`src/rtl/sonar_pkg.sv`:
```
// Shared constants and types for the sonar frame capture block: lane-word layout,
// frame channel ordering and the capture FSM state set.
package sonar_pkg;

  localparam int SAMPLE_W_DEF = 24;
  localparam int LANE_W       = 32;
  localparam int LANE_MSB     = 31;
  localparam int LANES        = 2;
  localparam int CH_PER_LANE  = 2;
  localparam int NUM_CH       = LANES * CH_PER_LANE;
  localparam int TS_W         = 32;

  typedef enum logic [2:0] {
    ST_IDLE,
    ST_SYNC,
    ST_HAVE_L,
    ST_SYNC_L,
    ST_DRAIN
  } sfc_state_t;

  // Output channel slot: within each lane the left sample precedes the right one.
  function automatic int ch_slot(input int lane, input logic is_right);
    return lane * CH_PER_LANE + (is_right ? 1 : 0);
  endfunction

endpackage

```
`src/rtl/sonar_frame_capture_if.sv`:
```
// AXI-Stream bundle used for both the I2S input stream and the frame output stream.
interface sonar_frame_capture_if #(
  parameter int DATA_W = 64,
  parameter int USER_W = 1
);
  logic [DATA_W-1:0] tdata;
  logic              tvalid;
  logic              tready;
  logic              tlast;
  logic [USER_W-1:0] tuser;

  modport master (output tdata, output tvalid, output tlast, output tuser, input tready);
  modport slave  (input tdata, input tvalid, input tlast, input tuser, output tready);
endinterface

```
`src/rtl/sfc_skid_buf.sv`:
```
// Two-entry AXI-Stream buffer (output register plus skid slot) on a packed payload.
// A push that finds both entries occupied and no pop in the same cycle is discarded.
module sfc_skid_buf #(
  parameter int PAY_W = 97
) (
  input  logic             clk,
  input  logic             rst_n,
  input  logic             push,
  input  logic [PAY_W-1:0] push_data,
  output logic             full,
  output logic             out_valid,
  input  logic             out_ready,
  output logic [PAY_W-1:0] out_data
);

  logic             out_valid_reg;
  logic [PAY_W-1:0] out_data_reg;
  logic             skid_valid_reg;
  logic [PAY_W-1:0] skid_data_reg;
  logic             pop;

  assign pop       = out_valid_reg && out_ready;
  assign full      = out_valid_reg && skid_valid_reg;
  assign out_valid = out_valid_reg;
  assign out_data  = out_data_reg;

  always_ff @(posedge clk or negedge rst_n) begin
    if (!rst_n) begin
      out_valid_reg  <= 1'b0;
      out_data_reg   <= '0;
      skid_valid_reg <= 1'b0;
      skid_data_reg  <= '0;
    end else if (pop) begin
      if (skid_valid_reg) begin
        out_data_reg <= skid_data_reg;
        if (push) begin
          skid_data_reg <= push_data;
        end else begin
          skid_valid_reg <= 1'b0;
        end
      end else if (push) begin
        out_data_reg <= push_data;
      end else begin
        out_valid_reg <= 1'b0;
      end
    end else if (push) begin
      // Output register is held stable while stalled; newer frames queue behind it.
      if (!out_valid_reg) begin
        out_valid_reg <= 1'b1;
        out_data_reg  <= push_data;
      end else if (!skid_valid_reg) begin
        skid_valid_reg <= 1'b1;
        skid_data_reg  <= push_data;
      end
    end
  end

endmodule

```
`src/rtl/sonar_frame_capture.sv`:
```
// Pairs I2S left/right beats into 4-channel frames and emits CAPTURE_LEN of them as one packet.
// Optional SFC_TIMESTAMP_EN adds a right-beat count on m_axis.tuser.
module sonar_frame_capture
  import sonar_pkg::*;
#(
  parameter int CAPTURE_LEN = 1024,
  parameter int SAMPLE_W    = SAMPLE_W_DEF
) (
  input  logic axis_aclk,
  input  logic axis_arstn,
  input  logic start,
  output logic busy,
  output logic overflow,
  output logic sync_err,
  sonar_frame_capture_if.slave  s_axis,
  sonar_frame_capture_if.master m_axis
);

  localparam int FRAME_W = NUM_CH * SAMPLE_W;
  localparam int CNT_W   = $clog2(CAPTURE_LEN + 1);
`ifdef SFC_TIMESTAMP_EN
  localparam int PAY_W   = TS_W + 1 + FRAME_W;
`else
  localparam int PAY_W   = 1 + FRAME_W;
`endif

  sfc_state_t          state_reg, state_next;
  logic [CNT_W-1:0]    count_reg, count_next;
  logic [SAMPLE_W-1:0] held_l_reg [LANES];
  logic [SAMPLE_W-1:0] held_l_next [LANES];
  logic [SAMPLE_W-1:0] lane_sample [LANES];
  logic                overflow_reg, overflow_next;
  logic                sync_err_reg, sync_err_next;
  logic                tready_reg;
  logic                beat_l, beat_r;
  logic [FRAME_W-1:0]  frame;
  logic                push, push_last;
  logic                buf_full, full_stall, pop_last;
  logic [PAY_W-1:0]    push_payload, out_payload;

  assign s_axis.tready = tready_reg;
  assign beat_l        = s_axis.tvalid && tready_reg && !s_axis.tuser[0];
  assign beat_r        = s_axis.tvalid && tready_reg && s_axis.tuser[0];
  assign busy          = (state_reg != ST_IDLE);
  assign overflow      = overflow_reg;
  assign sync_err      = sync_err_reg;

  generate
    for (genvar gi = 0; gi < LANES; gi++) begin : g_lane
      assign lane_sample[gi] = s_axis.tdata[gi*LANE_W + LANE_MSB -: SAMPLE_W];
      assign frame[ch_slot(gi, 1'b0)*SAMPLE_W +: SAMPLE_W] = held_l_reg[gi];
      assign frame[ch_slot(gi, 1'b1)*SAMPLE_W +: SAMPLE_W] = lane_sample[gi];
    end
  endgenerate

  // A push this cycle is lost only when both buffer entries are held and nothing leaves.
  assign full_stall = buf_full && !m_axis.tready;
  assign pop_last   = m_axis.tvalid && m_axis.tready && m_axis.tlast;

  always_comb begin
    state_next    = state_reg;
    count_next    = count_reg;
    held_l_next   = held_l_reg;
    overflow_next = overflow_reg;
    sync_err_next = sync_err_reg;
    push          = 1'b0;
    push_last     = 1'b0;
    case (state_reg)
      ST_IDLE: begin
        if (start) begin
          overflow_next = 1'b0;
          sync_err_next = 1'b0;
          count_next    = '0;
          state_next    = ST_SYNC;
        end
      end
      ST_SYNC: begin
        if (beat_l) begin
          held_l_next = lane_sample;
          state_next  = ST_HAVE_L;
        end
      end
      ST_HAVE_L: begin
        if (beat_r) begin
          push       = 1'b1;
          count_next = count_reg + CNT_W'(1);
          if (full_stall) begin
            overflow_next = 1'b1;
          end
          if (count_next == CNT_W'(CAPTURE_LEN)) begin
            push_last  = 1'b1;
            state_next = full_stall ? ST_IDLE : ST_DRAIN;
          end else begin
            state_next = ST_SYNC_L;
          end
        end else if (beat_l) begin
          held_l_next   = lane_sample;
          sync_err_next = 1'b1;
        end
      end
      ST_SYNC_L: begin
        if (beat_l) begin
          held_l_next = lane_sample;
          state_next  = ST_HAVE_L;
        end else if (beat_r) begin
          sync_err_next = 1'b1;
        end
      end
      ST_DRAIN: begin
        if (pop_last) begin
          state_next = ST_IDLE;
        end
      end
      default: state_next = ST_IDLE;
    endcase
  end

  always_ff @(posedge axis_aclk or negedge axis_arstn) begin
    if (!axis_arstn) begin
      state_reg    <= ST_IDLE;
      count_reg    <= '0;
      overflow_reg <= 1'b0;
      sync_err_reg <= 1'b0;
      tready_reg   <= 1'b0;
      for (int i = 0; i < LANES; i++) begin
        held_l_reg[i] <= '0;
      end
    end else begin
      state_reg    <= state_next;
      count_reg    <= count_next;
      overflow_reg <= overflow_next;
      sync_err_reg <= sync_err_next;
      tready_reg   <= 1'b1;
      held_l_reg   <= held_l_next;
    end
  end

`ifdef SFC_TIMESTAMP_EN
  logic [TS_W-1:0] ts_reg;

  always_ff @(posedge axis_aclk or negedge axis_arstn) begin
    if (!axis_arstn) begin
      ts_reg <= '0;
    end else if (beat_r) begin
      ts_reg <= ts_reg + TS_W'(1);
    end
  end

  // The frame carries the count including its own completing right beat.
  assign push_payload = {ts_reg + TS_W'(1), push_last, frame};
  assign m_axis.tuser = out_payload[PAY_W-1 -: TS_W];
`else
  assign push_payload = {push_last, frame};
  assign m_axis.tuser = '0;
`endif

  assign m_axis.tdata = out_payload[FRAME_W-1:0];
  assign m_axis.tlast = out_payload[FRAME_W];

  sfc_skid_buf #(
    .PAY_W (PAY_W)
  ) u_buf (
    .clk       (axis_aclk),
    .rst_n     (axis_arstn),
    .push      (push),
    .push_data (push_payload),
    .full      (buf_full),
    .out_valid (m_axis.tvalid),
    .out_ready (m_axis.tready),
    .out_data  (out_payload)
  );

endmodule

```
`src/flat_wrapper.sv`:
```
// flat-port wrapper written by rule: the top's interface ports become plain ports
module sonar_frame_capture_flat import sonar_pkg::*;
#(
  parameter int CAPTURE_LEN = 1024,
  parameter int SAMPLE_W    = SAMPLE_W_DEF
)
  (axis_aclk, axis_arstn, start, busy, overflow, sync_err, s_axis_tdata, s_axis_tvalid, s_axis_tlast, s_axis_tuser, s_axis_tready, m_axis_tdata, m_axis_tvalid, m_axis_tlast, m_axis_tuser, m_axis_tready);
  sonar_frame_capture_if #(.DATA_W(64), .USER_W(1)) s_axis_i ();
  sonar_frame_capture_if #(.DATA_W(96), .USER_W((1))) m_axis_i ();
  input  logic axis_aclk;
  input  logic axis_arstn;
  input  logic start;
  output logic busy;
  output logic overflow;
  output logic sync_err;
  input wire logic [$bits(s_axis_i.tdata)-1:0] s_axis_tdata;
  input wire logic [$bits(s_axis_i.tvalid)-1:0] s_axis_tvalid;
  input wire logic [$bits(s_axis_i.tlast)-1:0] s_axis_tlast;
  input wire logic [$bits(s_axis_i.tuser)-1:0] s_axis_tuser;
  output wire logic [$bits(s_axis_i.tready)-1:0] s_axis_tready;
  output wire logic [$bits(m_axis_i.tdata)-1:0] m_axis_tdata;
  output wire logic [$bits(m_axis_i.tvalid)-1:0] m_axis_tvalid;
  output wire logic [$bits(m_axis_i.tlast)-1:0] m_axis_tlast;
  output wire logic [$bits(m_axis_i.tuser)-1:0] m_axis_tuser;
  input wire logic [$bits(m_axis_i.tready)-1:0] m_axis_tready;
  assign s_axis_i.tdata = s_axis_tdata;
  assign s_axis_i.tvalid = s_axis_tvalid;
  assign s_axis_i.tlast = s_axis_tlast;
  assign s_axis_i.tuser = s_axis_tuser;
  assign s_axis_tready = s_axis_i.tready;
  assign m_axis_tdata = m_axis_i.tdata;
  assign m_axis_tvalid = m_axis_i.tvalid;
  assign m_axis_tlast = m_axis_i.tlast;
  assign m_axis_tuser = m_axis_i.tuser;
  assign m_axis_i.tready = m_axis_tready;
  sonar_frame_capture #(.CAPTURE_LEN(CAPTURE_LEN), .SAMPLE_W(SAMPLE_W)) u_core (.axis_aclk(axis_aclk), .axis_arstn(axis_arstn), .start(start), .busy(busy), .overflow(overflow), .sync_err(sync_err), .s_axis(s_axis_i), .m_axis(m_axis_i));
endmodule
```
`config.mk`:
```
export PLATFORM = sky130hd
export DESIGN_NAME = sonar_frame_capture_flat
export DESIGN_NICKNAME = d
export VERILOG_FILES = /design/src/rtl/sonar_pkg.sv /design/src/rtl/sonar_frame_capture_if.sv /design/src/rtl/sfc_skid_buf.sv /design/src/rtl/sonar_frame_capture.sv /design/src/flat_wrapper.sv
export SDC_FILE = /design/constraint.sdc
export NUM_CORES = 1
export LEC_CHECK = 0
export ABC_AREA = 1
export BUFFER_PORTS_ARGS = -buffer_cell sky130_fd_sc_hd__buf_2
export CAP_MARGIN = 30
export CORE_MARGIN = 2
export CORE_UTILIZATION = 45
export CTS_CLUSTER_DIAMETER = 120
export DETAILED_ROUTE_END_ITERATION = 16
export GPL_ROUTABILITY_DRIVEN = 0
export GPL_TIMING_DRIVEN = 0
export PLACE_DENSITY = 0.72
export REMOVE_ABC_BUFFERS = 1
export SLEW_MARGIN = 5
export SYNTH_ARGS = -nofsm -noshare
export SYNTH_HDL_FRONTEND = slang
export SYNTH_HIERARCHICAL = 1
export SYNTH_SLANG_ARGS = --single-unit
```
`constraint.sdc`:
```
create_clock -name axis_aclk -period 2 [get_ports axis_aclk]
set_clock_uncertainty 0.05 [all_clocks]
set_input_delay 0.4 -clock axis_aclk [delete_from_list [all_inputs] [get_ports axis_aclk]]
set_output_delay 0.4 -clock axis_aclk [all_outputs]
set_load 0.05 [all_outputs]
```
## Word level (Yosys, flattened, before mapping)

Index checks and enable logic that the tools add are counted.

- Bits in registers: 261
- Bits in latches: 0
- Memory bits (writable): 0
- Memory bits (read-only): 0
- Input port bits: 71
- Output and inout port bits: 103
- Word-level logic and storage cells: 104
- Memories kept: 0

- $add $sub $neg: 1
- Multipliers: 0
- Div/mod/pow operators: 0
- Order comparisons: 0
- Eq/ne operators: 19
- Shift-type cells: 0
- Muxes and demuxes: 46
- Bitwise logic cells: 0
- Reduce and logical (&&, ||, !) cells: 27

Operators by type and width:

| cell | count |
|---|---|
| $mux 97 | 10 |
| $mux 48 | 2 |
| $pmux 48 s2 | 1 |
| $mux 11 | 2 |
| $pmux 11 s2 | 1 |
| $mux 1 | 21 |
| $mux 3 | 6 |
| $ne 2x1->1 const B | 8 |
| $ne 2x2->1 const B | 6 |
| $pmux 3 s4 | 1 |
| $reduce_and 4->1 | 3 |
| $add 11x1->11 const B | 1 |
| $eq 11x11->1 const B | 1 |
| $reduce_bool 2->1 | 5 |
| $reduce_and 3->1 | 3 |
| $logic_and 1x1->1 | 7 |
| $eq 3x2->1 const B | 2 |
| $reduce_and 6->1 | 1 |
| $reduce_bool 3->1 | 2 |
| $reduce_and 2->1 | 2 |
| $eq 3x1->1 const B | 1 |
| $eq 3x3->1 const B | 1 |
| $logic_not 3->1 | 1 |
| $pmux 1 s3 | 1 |
| other kinds (3) | 4 |

## Depth between registers and ports, before layout

- Depth after elaboration: 9
- Gate-level depth with buffers: 14
- Mapped depth without buffers: 14

## Modules after synthesis

The synthesis kept the hierarchy.

Modules (own cells, without submodules):

| module | times used | cells each | area an instance (um^2) | seq. area each (um^2) |
|---|---|---|---|---|
| sfc_skid_buf | 1 | 1269 | 9352.7 | 4904.7 |
| sonar_frame_capture | 1 | 264 | 2972.9 | 1626.6 |

## Worst setup path after synthesis

No wires, ideal clock.

- Path type: reg-to-reg
- From: register u_core.tready_reg (netlist: u_core/s_axis.tready)
- To: register u_core.u_buf.skid_data_reg[76]
- Library setup time: 0.066 ns
- Data arrival time: 2.175 ns
- Required time: 1.884 ns
- Setup slack: -0.292 ns
- Stages on the path, launching flop included: 11
- Buffers on the path: 2
- Clock period less this slack: 2.292 ns
- Cells stage by stage: dfrtp_1 -> inv_1 -> nor3_1 -> inv_1 -> nor2_4 -> inv_1 -> nand2_1 -> buf_2 -> clkbuf_1 -> nand4_1 -> nand2_1

- Word-level cells in the longest chain between the ends: 5

Ends and longest elaborated chain:

| what | RTL line | RTL |
|---|---|---|
| from (decl) | sonar_frame_capture.sv:34 | `logic tready_reg;` |
| from (signal assigned) | sonar_frame_capture.sv:124 | `tready_reg <= 1'b0;` |
| from (signal assigned) | sonar_frame_capture.sv:133 | `tready_reg <= 1'b1;` |
| $logic_and 1x1->1 (2 in a row) | sonar_frame_capture.sv:43 | `assign beat_r = s_axis.tvalid && tready_reg && s_axis.tuser[0];` |
| $mux 1 | sonar_frame_capture.sv:84 | `if (beat_r) begin` |
| $mux 1 | sonar_frame_capture.sv:68 | `case (state_reg)` |
| via u_core.push | sonar_frame_capture.sv:37 | `logic push, push_last;` |
| $reduce_and 4->1 (no source line) | -- |  |
| to (signal assigned) | sfc_skid_buf.sv:37 | `skid_data_reg <= push_data;` |
| to (signal assigned) | sfc_skid_buf.sv:53 | `skid_data_reg <= push_data;` |
| to (decl) | sfc_skid_buf.sv:19 | `logic [PAY_W-1:0] skid_data_reg;` |

The timed path passes the listed nets, and every way through them passes these cells.
A chain may end at the register's enable or synchronous reset.

## Worst setup path in the final report

- From: register u_core.u_buf.out_valid_reg (netlist: u_core/u_buf/out_valid)
- To: register u_core.u_buf.skid_data_reg[81]

- Word-level cells in the longest chain between the ends: 3
- Elaborated cells between the ends (all ways): 6
- Classes of those cells: eq/ne (2); mux (1); reduce/logical (3)

Ends and longest elaborated chain:

| what | RTL line | RTL |
|---|---|---|
| from (decl) | sfc_skid_buf.sv:16 | `logic out_valid_reg;` |
| from (signal assigned) | sfc_skid_buf.sv:29 | `out_valid_reg <= 1'b0;` |
| from (signal assigned) | sfc_skid_buf.sv:44 | `out_valid_reg <= 1'b0;` |
| from (signal assigned) | sfc_skid_buf.sv:49 | `out_valid_reg <= 1'b1;` |
| $logic_and 1x1->1 | sfc_skid_buf.sv:22 | `assign pop = out_valid_reg && out_ready;` |
| $ne 2x1->1 (no source line) (tied with other cells) | -- |  |
| $reduce_and 4->1 (no source line) | -- |  |

Parallel ways exist; a longest one is shown, timed or not.

==> flow_summary.ini <==
[pwr]
pwr-share-clk = 0.219
peakVddDrop_mv = 1.08
p_switching_w = 0.0108
p_per_area_mw_per_mm2 = 1550
sequentialPowerShare = 0.375
p_leak_nw = 8.62
p_int_w = 0.0140
swShare = 0.436
combPwrFrac = 0.406

[worst_setup_path]
crit_arrival_ns = 2.43
crit_type = reg -> reg
crit_path_max_fanout = 16
end_kind = flop
worst_ep_required_time_ns = 2.43
critPathLaunchType = flop

[grt]
grt_pass1_vias = 10300
grt_usage = 0.255
antenna_found_initial = 1
grt_first_pass_wirelength_um = 57000
overflow = 0
grt_max_degree = 103

[sta]
finalHoldViolations = 0
period_needed_ns = 2.00
slew_viol_final = 0
tightest_slew_ns = 0.683
relSlewSlack = 0.544
setup_tns_ns = 0
final-setup-viol-count = 0
rsz0062_at_grt = yes
max_freq_mhz = 501
timing.final.crit_share = 0.998

[synth]
syn_avg_cell_area_sq_um = 8.04
ys_ff_latch = 261
ys_warn_count = 6
synth.area.top_cells = dfrtp_1 53%, nand2_1 19%, inv_1 6.7%, nand4_1 5.0%, nand3_1 4.6%
synth_top_cell_area_share = 0.530
ys.flop_type = dfrtp_1
async_reset_ff_frac = 1.00
synth.distinct_cells = 29
synth.cell_area_sq_mm = 0.0123
synth_cells = 1533
ys_seq_area_frac = 0.530
yosys-top-cells-count = 638 x nand2_1, 261 x dfrtp_1, 221 x inv_1, 113 x nand3_1, 99 x nand4_1
synth.most_common_cell = nand2_1
yosysTopAreaCell = dfrtp_1
synth_edf_count = 0

[route]
drtIter0Drc = 964
ant_nets = 0
vias = 11000
routed_via_density = 5.30
drc = 0
wirelength_um = 39600
avgRoutedWirePerCell_um = 19.0
firstDrtPassIters = 6

[cells_and_area]
drive_gt1_frac = 0.241
n_antenna_cell = 0
num-fill-cells = 2304
final_util = 0.591
area_growth_pct = 29.3
nets = 1794

[die]
die_y_um = 170
die_w_um = 170
rows = 60
die_area_sq_mm = 0.0287
core_area_sq_mm = 0.0270
io_pins = 174
start_util = 0.457

[clock_network]
cts_tree = done
root_buffer = clkbuf_16
htreeDepth = 1
clk_pin_slew_ns = 0.07
numCtsBuffers = 28
clk_latency_ns = 0.55
clock_path_buffers = 3
cts_sinks = 261

[place]
io_buffers = 155
dp_hpwl_um = 17800

[worst_hold_path]
hold_class = in -> reg

[status]
status = finished clean

[flow_run]
max-cap-violations = 0
[worst max-delay path, stage by stage (launching register included)]
cell,delay [ns]
dfrtp_2,0.47
nand2_8,0.16
inv_1,0.10
ha_4,0.44
inv_16,0.11
nand3_4,0.09
buf_12,0.17
clkbuf_16,0.18
nand2_1,0.05
nand2_1,0.06
[path summary, 6_finish.rpt]
path | start | end | slack [ns] | cells past startpoint
max in group asynchronous | axis_arstn | u_core/u_buf/out_data[69] | 0.58 | 3
min | s_axis_tdata[28] | u_core/frame[20] | 0.07 | 2
min reg2reg | u_core/u_buf/out_data[69] | u_core/u_buf/out_data[69] | 0.42 | 2
max reg2reg | u_core/u_buf/out_valid | u_core/u_buf/skid_data_reg[81] | 0.004 | 9
max | u_core/u_buf/out_valid | u_core/u_buf/skid_data_reg[81] | 0.004 | 9
min in group asynchronous | axis_arstn | u_core/u_buf/out_valid | 0.37 | 2
[routing by layer]
layer  global-route usage  up-vias  part of all wire  routed length, um
li1                     -     5158                 -                  -
met5                    0        -           0.00033                 13
met3               0.0476       92             0.083               3280
met2                0.406      529              0.46              18300
met1                0.343     5258              0.42              16600
met4                0.111        2             0.037               1460
[final cells by class]
class / count / area, sq um / share of cell area
Timing Repair Buffer: 225 / 1980 / 0.124
Clock inverter: 12 / 145 / 0.00911
Inverter: 227 / 900 / 0.0564
Tap cell: 341 / 427 / 0.0268
Timing Repair inverter: 6 / 65.1 / 0.00408
Sequential cell: 261 / 6540 / 0.410
Clock buffer: 39 / 813 / 0.0510
Multi-Input combinational cell: 971 / 5070 / 0.318
[layout by cell type (no fill, tap or decap), drive strengths merged]
cell	netlist	layout
bufinv	0	3
buf	37	215
dlygate4sd3	0	1
bufbuf	0	2
nor2	24	24
conb	2	2
nor3	2	2
nand2	640	646
inv	227	232
nand4	99	99
a21oi	7	7
nand3	114	121
o22ai	4	4
o21ai	15	15
mux2	48	48
clkinv	0	9
dfrtp	261	261
clkinvlp	0	1
ha	3	3
clkbuf	50	46
[metrics by stage]
stage               cell area, sq um  hold slack, ns  cells  worst slack, ns  total power (W)
floorplan                      11900          0.0544   1446            -2.91           0.0159
global placement               13100           0.403   1942            -5.90           0.0180
detailed placement             13500           0.372   1956            -1.58           0.0183
CTS                            15200          0.0543   2045         0.000467           0.0242
global route                   15900          0.0611   2082          -0.0586           0.0261
finish                         15900          0.0691   2082          0.00421           0.0247
[power groups by stage]
stage | Clock [W] | Combinational, W | Sequential [W]
6_report | 0.00541 | 0.0100 | 0.00929
5_1_grt | 0.00569 | 0.0109 | 0.00959
4_1_cts | 0.00547 | 0.00956 | 0.00917
3_5_place_dp | 0 | 0.00913 | 0.00920
3_3_place_gp | 0 | 0.00887 | 0.00912
2_1_floorplan | 0 | 0.00342 | 0.0125
[kinds of logic after synthesis]
| logic type | count (synthesis) | synth area share |
|---|---|---|
| other | 2 | 0.000609 |
| AND/OR/NAND/NOR | 879 | 0.303 |
| AO/OA/AOI/OAI | 26 | 0.0113 |
| adder cells (fa/ha/maj) | 3 | 0.00305 |
| flip-flops | 261 | 0.530 |
| multiplexers | 48 | 0.0499 |
| buffers and inverters | 314 | 0.102 |
[timing repair]
action,CTS,global route
pin swaps,10,8
resized for setup,38,91
cloned,19,17
setup buffers,18,20
hold buffers,1,0
setup endpoints to repair,228,195
hold endpoints to repair,71,0
No activity file was read; power rests on OpenSTA's default activity.
